$ cat src/rtl/wm_status_display.sv
`default_nettype none
// ----------------------------------------------------------------------------
// wm_status_display
//   Four-digit seven-segment status stage: stage mnemonic, elapsed seconds,
//   blinking completion message and invalid-mode error.
//   Revision: 1.0
// ----------------------------------------------------------------------------
module wm_status_display #(
  parameter int TICK_DIV = 27000000
) (
  input  logic       CLOCK_27,
  input  logic       RESET,
  input  logic [1:0] mode,
  input  logic [2:0] stage,
  output logic [6:0] HEX3,
  output logic [6:0] HEX2,
  output logic [6:0] HEX1,
  output logic [6:0] HEX0,
  output logic       err,
  output logic [7:0] elapsed
);

  localparam int            CW       = (TICK_DIV > 2) ? $clog2(TICK_DIV) : 1;
  localparam logic [CW-1:0] CNT_LAST = CW'(TICK_DIV - 1);

  localparam logic [6:0] SEG_BLANK = 7'h7F;
  localparam logic [6:0] SEG_DASH  = 7'h3F;
  localparam logic [6:0] SEG_E     = 7'h06;
  localparam logic [6:0] SEG_R     = 7'h2F;
  localparam logic [6:0] SEG_N     = 7'h2B;
  localparam logic [6:0] SEG_F     = 7'h0E;
  localparam logic [6:0] SEG_L     = 7'h47;
  localparam logic [6:0] SEG_A     = 7'h08;
  localparam logic [6:0] SEG_G     = 7'h42;
  localparam logic [6:0] SEG_S     = 7'h12;
  localparam logic [6:0] SEG_O     = 7'h40;
  localparam logic [6:0] SEG_D     = 7'h21;
  localparam logic [6:0] SEG_P     = 7'h0C;
  localparam logic [6:0] SEG_TWO   = 7'h24;

  function automatic logic [6:0] digit_seg(input logic [3:0] d);
    logic [6:0] s;
    case (d)
      4'd0:    s = 7'h40;
      4'd1:    s = 7'h79;
      4'd2:    s = 7'h24;
      4'd3:    s = 7'h30;
      4'd4:    s = 7'h19;
      4'd5:    s = 7'h12;
      4'd6:    s = 7'h02;
      4'd7:    s = 7'h78;
      4'd8:    s = 7'h00;
      4'd9:    s = 7'h10;
      default: s = SEG_BLANK;
    endcase
    return s;
  endfunction

  logic [1:0]    mode_q;
  logic [2:0]    stage_q;
  logic [2:0]    stage_prev_q;
  logic [CW-1:0] cnt_q, cnt_d;
  logic [3:0]    tens_q, tens_d;
  logic [3:0]    ones_q, ones_d;
  logic          blink_q, blink_d;
  logic [6:0]    hex3_q, hex3_d;
  logic [6:0]    hex2_q, hex2_d;
  logic [6:0]    hex1_q, hex1_d;
  logic [6:0]    hex0_q, hex0_d;
  logic          err_q, err_d;

  logic stage_chg;
  logic hold;
  logic tick;

  assign stage_chg = (stage_q != stage_prev_q);
  assign hold      = (mode_q == 2'd0) || (mode_q == 2'd3);
  assign tick      = (cnt_q == CNT_LAST);

  always_comb begin
    cnt_d   = cnt_q + CW'(1);
    tens_d  = tens_q;
    ones_d  = ones_q;
    blink_d = blink_q;
    if (hold || stage_chg || tick) begin
      cnt_d = '0;
    end
    // Clear beats increment; 99 is sticky until the next clear.
    if (hold || stage_chg) begin
      tens_d = 4'd0;
      ones_d = 4'd0;
    end else if (tick && !(tens_q == 4'd9 && ones_q == 4'd9)) begin
      if (ones_q == 4'd9) begin
        ones_d = 4'd0;
        tens_d = tens_q + 4'd1;
      end else begin
        ones_d = ones_q + 4'd1;
      end
    end
    if (stage_chg || stage_q != 3'd7) begin
      blink_d = 1'b1;
    end else if (tick) begin
      blink_d = ~blink_q;
    end
  end

  // Uses next-state counter/blink so the display shows a new value on the same
  // edge the counter takes it.
  always_comb begin
    hex3_d = SEG_BLANK;
    hex2_d = SEG_BLANK;
    hex1_d = SEG_BLANK;
    hex0_d = SEG_BLANK;
    err_d  = 1'b0;
    if (mode_q == 2'd3) begin
      hex3_d = SEG_E;
      hex2_d = SEG_R;
      err_d  = 1'b1;
    end else if (mode_q == 2'd0) begin
      hex3_d = SEG_DASH;
      hex2_d = SEG_DASH;
    end else if (stage_q == 3'd7) begin
      if (blink_d) begin
        hex3_d = SEG_E;
        hex2_d = SEG_N;
      end
    end else begin
      case (stage_q)
        3'd1:    begin hex3_d = SEG_F; hex2_d = SEG_L;   end
        3'd2:    begin hex3_d = SEG_A; hex2_d = SEG_G;   end
        3'd3:    begin hex3_d = SEG_S; hex2_d = SEG_O;   end
        3'd4:    begin hex3_d = SEG_A; hex2_d = SEG_TWO; end
        3'd5:    begin hex3_d = SEG_D; hex2_d = SEG_R;   end
        3'd6:    begin hex3_d = SEG_S; hex2_d = SEG_P;   end
        default: begin hex3_d = SEG_DASH; hex2_d = SEG_DASH; end
      endcase
      hex1_d = (tens_d == 4'd0) ? SEG_BLANK : digit_seg(tens_d);
      hex0_d = digit_seg(ones_d);
    end
  end

  always_ff @(posedge CLOCK_27 or posedge RESET) begin
    if (RESET) begin
      mode_q       <= 2'd0;
      stage_q      <= 3'd0;
      stage_prev_q <= 3'd0;
      cnt_q        <= '0;
      tens_q       <= 4'd0;
      ones_q       <= 4'd0;
      blink_q      <= 1'b1;
      hex3_q       <= SEG_BLANK;
      hex2_q       <= SEG_BLANK;
      hex1_q       <= SEG_BLANK;
      hex0_q       <= SEG_BLANK;
      err_q        <= 1'b0;
    end else begin
      mode_q       <= mode;
      stage_q      <= stage;
      stage_prev_q <= stage_q;
      cnt_q        <= cnt_d;
      tens_q       <= tens_d;
      ones_q       <= ones_d;
      blink_q      <= blink_d;
      hex3_q       <= hex3_d;
      hex2_q       <= hex2_d;
      hex1_q       <= hex1_d;
      hex0_q       <= hex0_d;
      err_q        <= err_d;
    end
  end

  assign HEX3    = hex3_q;
  assign HEX2    = hex2_q;
  assign HEX1    = hex1_q;
  assign HEX0    = hex0_q;
  assign err     = err_q;
  assign elapsed = {tens_q, ones_q};

endmodule
`default_nettype wire

$ cat config.mk
export PLATFORM = sky130hd
export DESIGN_NAME = wm_status_display
export DESIGN_NICKNAME = d
export VERILOG_FILES = /design/src/rtl/wm_status_display.sv
export SDC_FILE = /design/constraint.sdc
export NUM_CORES = 1
export LEC_CHECK = 0
export CAP_MARGIN = 30
export CORE_MARGIN = 2
export CORE_UTILIZATION = 56
export CTS_CLUSTER_SIZE = 25
export DETAILED_ROUTE_END_ITERATION = 8
export PLACE_DENSITY = 0.8
export RECOVER_POWER = 50
export SYNTH_ARGS = -nofsm -noshare
export SYNTH_HDL_FRONTEND = slang
export SYNTH_SLANG_ARGS = --single-unit
$ cat constraint.sdc
create_clock -name CLOCK_27 -period 3 [get_ports CLOCK_27]
set_input_delay 0.6 -clock CLOCK_27 [delete_from_list [all_inputs] [get_ports CLOCK_27]]
set_output_delay 0.6 -clock CLOCK_27 [all_outputs]
set_load 0.02 [all_outputs]
==> run_results.csv, run 1 <==
group,metric,value,unit
status,status,"finished clean",
synthesis,syn_avg_cell_area,10.5,um2
finish,layout_common_cells,"dfrtp_1 (42), nor2_1 (39), clkdlybuf4s50_1 (36)",
power_and_ir_drop,p_seq_share,49.3,%
synthesis,synth_edf_count,0,
clock_network,path_clk_slew,70,ps
timing,hold_violations,0,
setup_path,cp_max_fo,6,
power_and_ir_drop,clock_power_share,42.7,%
finish,mostFrequentLayoutCell,"dfrtp_1",
power_and_ir_drop,powerDensity,461,nW/um2
synthesis,syn-num-nets,367,
timing,relSlewSlack,32.0,%
clock_network,clkSinkCount,70,
synthesis,syn_inst,342,
route,postRouteAntennaNets,0,
setup_path,path_common_cell,"ha_1",
setup_path,crit_required,3270,ps
route,drc_errors,0,
finish,final_util,70.0,%
finish,diodes,0,
setup_path,worstPathArrival,3100,ps
grt,grt_pass1_wl,12800,um
synthesis,synth_cell_types,56,
timing,fin_crit,2830,ps
min_path,hold_depth,1,
route,viasPerCell,5.75,
grt,grt_antenna_before_repair,0,
floorplanning,die_w,84.0,um
finish,syn2layout_area_growth,22.8,%
timing,setup_viol,0,
setup_path,crit_path_cell_trace,"ha_1 > and3b_1 > nand2_1 > or4_1 > a21oi_2 > inv_1 > ha_1 > a211oi_4 > o22ai_1",
floorplanning,start_util,57.0,%
min_path,hp-start,"cnt_q[0]$_DFF_PP0_",
floorplanning,io_pins,44,
route,drt_wl_total,7340,um
finish,layout-drive-gt1-share,18.2,%
power_and_ir_drop,peakVddDrop,343,uV
placed_design,post-place-cells,461,
setup_path,cp_num_buf_inv,1,
setup_path,start_kind,"flip-flop",
timing,setup_tns,0,ps
clock_network,cts-root-buf,"clkbuf_8",
setup_path,r2r-start,"ones_q[0]$_DFF_PP0_",
synthesis,yosysTopAreaCell,"dfrtp_1",
setup_path,worstSetupEndpointType,"flip-flop",
clock_network,cts_tree,"done",
route,wl_per_cell,15.4,um
grt,grt_start_max_net_pins,44,
grt,grt_use_total,22.9,%
placed_design,portBuffers,43,
synthesis,ys_seq_elements,70,
timing,rsz0062_at_grt,"no",
clock_network,htreeDepth,3,
clock_network,cts.path.max_buffers,2,
power_and_ir_drop,p_sw,0.492,mW
setup_path,path_class,"reg -> reg",
synthesis,synthTopCellsByArea,"dfrtp_1 (29%), dfstp_2 (21%), ha_1 (6.3%), nor2_1 (4.1%), xor2_1 (3.7%)",
setup_path,rrSetupSlack,170,ps
timing,finalCritPeriodShare,94.3,%
route,route.vias.total,2748,
timing,slew_violations,0,
route,firstDrtPassIters,5,
clock_network,clk_latency,360,ps
floorplanning,num_rows,29,
placed_design,place_hpwl,5210,um
clock_network,cts_buffers,9,
synthesis,ys_seq_area_share,49.9,%
route,drtIter0Drc,127,
floorplanning,core,6280,um2
synthesis,synth_flop_cell,"dfrtp_1",
timing,worst_pin_slew,1020,ps
timing,max_freq,353,MHz
setup_path,crit_path_max_incr_delay,560,ps
finish,final_cell_count_no_fill,478,
synthesis,async_flop_share,100,%
placed_design,gp_congestion,0.877,
power_and_ir_drop,leakage,1.76,nW
grt,first_global_vias,2739,
grt,gr-total-overflow,0,
min_path,hold_path.class,"reg -> reg",
synthesis,yosys.area.top_type_share,29.4,%
power_and_ir_drop,intPower,1.53,mW
timing,skew,11.2,ps
setup_path,cpMaxStageDelayCell,"or4_1",
placed_design,placed_area,4160,um2
setup_path,ff2ff_path_depth,9,
setup_path,critical-path-top-delay-family,"simple AND/OR/NAND/NOR gates",
finish,nets,421,
setup_path,r2r_end,"HEX1[6]$_DFF_PP1_",
synthesis,synth_warnings,0,
job,cap_violations,0,
finish,fin_area,4390,um2
min_path,whs_endpoint,"cnt_q[0]$_DFF_PP0_",
power_and_ir_drop,swShare,24.3,%
synthesis,netlist_area,3580,um2
power_and_ir_drop,comb_power_share,8.0,%
floorplanning,die_h,84.0,um
floorplanning,design.die.area,7050,um2
timing,timing.hold.ws,490,ps
-- layer usage --
| metal | part of all wire, % | vias to the layer above | global-route usage, % | wire length, um |
|---|---|---|---|---|
| li1 | - | 1309 | - | - |
| met1 | 44 | 1360 | 28.3 | 3220 |
| met2 | 50 | 66 | 38.4 | 3640 |
| met3 | 4.3 | 13 | 4.35 | 319 |
| met4 | 2.3 | 0 | 11.4 | 167 |
| met5 | 0 | - | 0 | 0 |
-- final cells by class --
type / instances / area (um2)
clock buffer: 9 / 124
tap: 77 / 96.3
clock inverter: 7 / 106
fill: 470 / 1880
timing repair buffer: 59 / 541
sequential: 70 / 1790
multi-input combinational: 240 / 1680
inverter: 16 / 60.1
-- cells by family (layout without fill, tap and decap cells) --
| kind of cell | Yosys count | in the layout | share of synthesized area [%] |
|---|---|---|---|
| adders and majority gates | 19 | 19 | 6.57 |
| muxes | 9 | 9 | 2.52 |
| xor gates and xnor gates | 28 | 28 | 6.85 |
| DFF | 70 | 70 | 49.9 |
| AOI/OAI and AO/OA | 40 | 40 | 7.38 |
| and+or+nand+nor | 144 | 144 | 23.0 |
| buffers and inverters | 32 | 91 | 3.77 |
-- how the worst max path moves through the flow --
stage	from	to	slack, ps	cells after the start
global placement	cnt_q[0]$_DFF_PP0_	HEX0[5]$_DFF_PP1_	280	10
floorplan	cnt_q[0]$_DFF_PP0_	HEX1[5]$_DFF_PP1_	280	9
global route	cnt_q[0]$_DFF_PP0_	HEX1[5]$_DFF_PP1_	4	9
CTS	cnt_q[0]$_DFF_PP0_	HEX1[6]$_DFF_PP1_	130	9
detailed placement	cnt_q[0]$_DFF_PP0_	HEX1[5]$_DFF_PP1_	160	9
finish	ones_q[0]$_DFF_PP0_	HEX1[6]$_DFF_PP1_	170	9
-- power groups by stage --
stage | Clock, mW | Sequential (mW) | Combinational, mW
3_5_place_dp | 0 | 1.02 | 0.169
4_1_cts | 0.887 | 0.998 | 0.170
6_report | 0.864 | 0.998 | 0.162
5_1_grt | 0.934 | 1.00 | 0.179
3_3_place_gp | 0 | 1.01 | 0.166
2_1_floorplan | 0 | 1.04 | 0.0676
-- synth_stat cells, drive strengths merged (7+ instances only) --
master,instances
nand4,9
nor3,7
dfstp,28
xnor2,13
inv,16
mux2i,9
nor2,39
nand3,20
a21oi,12
dfrtp,42
clkbuf,10
xor2,15
o21ai,9
nand2,16
ha,18
-- what timing repair did --
action / in CTS / in global routing
endpoints found under the setup margin: 0 / 8
buffers inserted: 0 / 1
resized for setup: 0 / 7
hold endpoints to repair: 0 / 0
hold buffers: 0 / 0
-- metrics by stage --
step           setup slack, ps  power [mW]
3_5_place_dp               163        1.18
5_1_grt                   4.49        2.11
6_report                   170        2.02
4_1_cts                    134        2.06
2_1_floorplan              280        1.11
3_3_place_gp               277        1.18
-- registers in the layout, indices dropped and copies added, names as in the netlist --
name	cells
HEX1	7
HEX2	7
blink_q	1
tens_q	4
stage_prev_q	3
ones_q	4
cnt_q	25
HEX0	7
stage_q	3
HEX3	6
err	1
mode_q	2
Power figures use the tool's default switching activity.
==> run 2: changes to the inputs <==
--- a/config.mk
+++ b/config.mk
@@ -6,7 +6,6 @@
 export NUM_CORES = 1
 export LEC_CHECK = 0
 export CAP_MARGIN = 30
-export CORE_MARGIN = 2
 export CORE_UTILIZATION = 56
 export CTS_CLUSTER_SIZE = 25
 export DETAILED_ROUTE_END_ITERATION = 8
==> run 2 against run 1 <==
  * Via count shrank 0.33%
  * Routed wire length grew 3.1%
  * Largest power group unchanged
  * Die area shrank 4.7%
  * First-iteration DRC count grew 13%
  * Critical path depth is the same
  * Power shrank 1.3%
  * Largest cell class unchanged
==> run_results.csv, run 2 (synthesis gave the netlist of run 1 again) <==
group,metric,value,unit
floorplanning,design.die.area,6720,um2
clock_network,clk_latency,350,ps
timing,timing.hold.ws,562,ps
route,viasPerCell,5.71,
job,cap_violations,0,
floorplanning,core,6030,um2
power_and_ir_drop,peakVddDrop,321,uV
clock_network,cts-root-buf,"clkbuf_8",
route,drtIter0Drc,144,
setup_path,cp_max_fo,6,
route,route.vias.total,2739,
timing,finalCritPeriodShare,95.3,%
floorplanning,start_util,59.4,%
finish,final_util,73.2,%
setup_path,critical-path-top-delay-family,"simple AND/OR/NAND/NOR gates",
clock_network,cts.path.max_buffers,2,
finish,syn2layout_area_growth,23.1,%
placed_design,gp_congestion,0.849,
clock_network,cts_tree,"done",
finish,mostFrequentLayoutCell,"dfrtp_1",
timing,setup_viol,0,
timing,worst_pin_slew,1080,ps
route,drc_errors,0,
grt,first_global_vias,2572,
setup_path,path_class,"reg -> reg",
clock_network,clkSinkCount,70,
setup_path,path_common_cell,"or4_1",
finish,largest_reg_flops,25,
timing,skew,11.3,ps
status,status,"finished clean",
min_path,hold_path.class,"reg -> reg",
timing,fin_crit,2860,ps
setup_path,crit_required,3260,ps
finish,nets,425,
power_and_ir_drop,power.total,2.00,mW
finish,largest-register,"cnt_q",
grt,grt_pass1_wl,12500,um
timing,setup_tns,0,ps
power_and_ir_drop,powerDensity,454,nW/um2
placed_design,place_ws,136,ps
setup_path,cp_num_buf_inv,1,
setup_path,cpMaxStageDelayCell,"or4_1",
clock_network,holdBufCountCts,0,
finish,final_cell_count_no_fill,480,
clock_network,cts_buffers,9,
finish,fillerInstances,448,
grt,grt_start_max_net_pins,42,
timing,relSlewSlack,28.0,%
power_and_ir_drop,leakage,1.77,nW
placed_design,placed_area,4160,um2
setup_path,worstSetupEndpointType,"flip-flop",
timing,fin_ws,142,ps
route,wl_per_cell,15.8,um
clock_network,htreeDepth,3,
floorplanning,num_rows,28,
floorplanning,die_h,82.0,um
finish,diodes,0,
route,drt_wl_total,7570,um
setup_path,crit_path_cell_trace,"ha_2 > nand2_1 > or4_1 > or4_1 > a21oi_2 > inv_1 > ha_1 > a211oi_4 > o21ai_1",
finish,layout_common_cells,"dfrtp_1 (42), nor2_1 (38), clkdlybuf4s50_1 (36)",
setup_path,worstPathArrival,3120,ps
grt,gr-total-overflow,0,
placed_design,post-place-cells,460,
floorplanning,io_pins,44,
finish,fin_area,4410,um2
placed_design,place_hpwl,5280,um
finish,layout-drive-gt1-share,18.0,%
grt,grt_use_total,25.1,%
setup_path,crit_path_max_incr_delay,540,ps
floorplanning,die_w,82.0,um
grt,grt_antenna_before_repair,0,
timing,max_freq,350,MHz
setup_path,start_kind,"flip-flop",
timing,slew_violations,0,
route,firstDrtPassIters,4,
placed_design,portBuffers,43,
clock_network,path_clk_slew,80,ps
route,postRouteAntennaNets,0,
timing,hold_violations,0,
==> run 2: changes by cell type in the layout (fill, tap and decap cells not counted), sizes merged <==
cell	before	now
clkinvlp	0	2
clkbuf	13	15
buf	12	14
clkinv	3	2
inv	18	17
==> run 2: metal layers <==
metal	routed length [um]	share of wire [%]	track usage [%]
met1	3610	48	36.2
met2	3440	46	36.0
met3	451	6.0	8.11
met4	57	0.75	7.02
met5	0	0	0
==> run 2: layout make-up <==
class	count	area, um2	area share, %
Clock inverter	7	97.6	2.21
Multi-Input combinational cell	240	1690	38.3
Inverter	16	60.1	1.36
Clock buffer	9	124	2.81
Sequential cell	70	1790	40.5
Timing Repair Buffer	63	559	12.7
Tap cell	75	93.8	2.13
==> run 2: path summary, 6_finish.rpt <==
check / slack, ps / cells after the start / start / to
setup / recovery: 140 / 9 / cnt_q[1]$_DFF_PP0_ / HEX1[2]$_DFF_PP1_
hold reg to reg: 560 / 2 / cnt_q[0]$_DFF_PP0_ / cnt_q[0]$_DFF_PP0_
max in group asynchronous: 520 / 3 / RESET / cnt_q[2]$_DFF_PP0_
hold / removal: 560 / 2 / cnt_q[0]$_DFF_PP0_ / cnt_q[0]$_DFF_PP0_
min in group asynchronous: 970 / 2 / RESET / ones_q[1]$_DFF_PP0_
setup reg to reg: 140 / 9 / cnt_q[1]$_DFF_PP0_ / HEX1[2]$_DFF_PP1_
==> run 2: where the power goes <==
| group | internal [mW] | switching (mW) | total, mW |
|---|---|---|---|
| logic | 0.0684 | 0.0985 | 0.167 |
| clock network | 0.470 | 0.367 | 0.837 |
| registers | 0.986 | 0.00986 | 0.995 |
| total | 1.52 | 0.475 | 2.00 |
==> run 2: what timing repair did <==
item,4_1_cts,5_1_grt
gates resized for setup,0,6
buffers inserted,0,4
endpoints found under the setup margin,0,9
==> run 2: worst register-to-register path, delay by kind of cell (launching register included) <==
| family | cells | cell delay, ps |
|---|---|---|
| buf+inv | 1 | 120 |
| simple gates | 3 | 1070 |
| fa+ha+maj | 2 | 490 |
| flops | 1 | 400 |
| compound gates | 3 | 690 |
==> run 3: changes to the inputs <==
--- a/config.mk
+++ b/config.mk
@@ -5,10 +5,12 @@
 export SDC_FILE = /design/constraint.sdc
 export NUM_CORES = 1
 export LEC_CHECK = 0
+export ABC_CLOCK_PERIOD_IN_PS = 3000
 export CAP_MARGIN = 30
 export CORE_UTILIZATION = 56
 export CTS_CLUSTER_SIZE = 25
 export DETAILED_ROUTE_END_ITERATION = 8
+export GPL_TIMING_DRIVEN = 1
 export PLACE_DENSITY = 0.8
 export RECOVER_POWER = 50
 export SYNTH_ARGS = -nofsm -noshare
==> results of run 3 <==
Same layout as run 2: the final DEF is identical, and so are final timing and power.
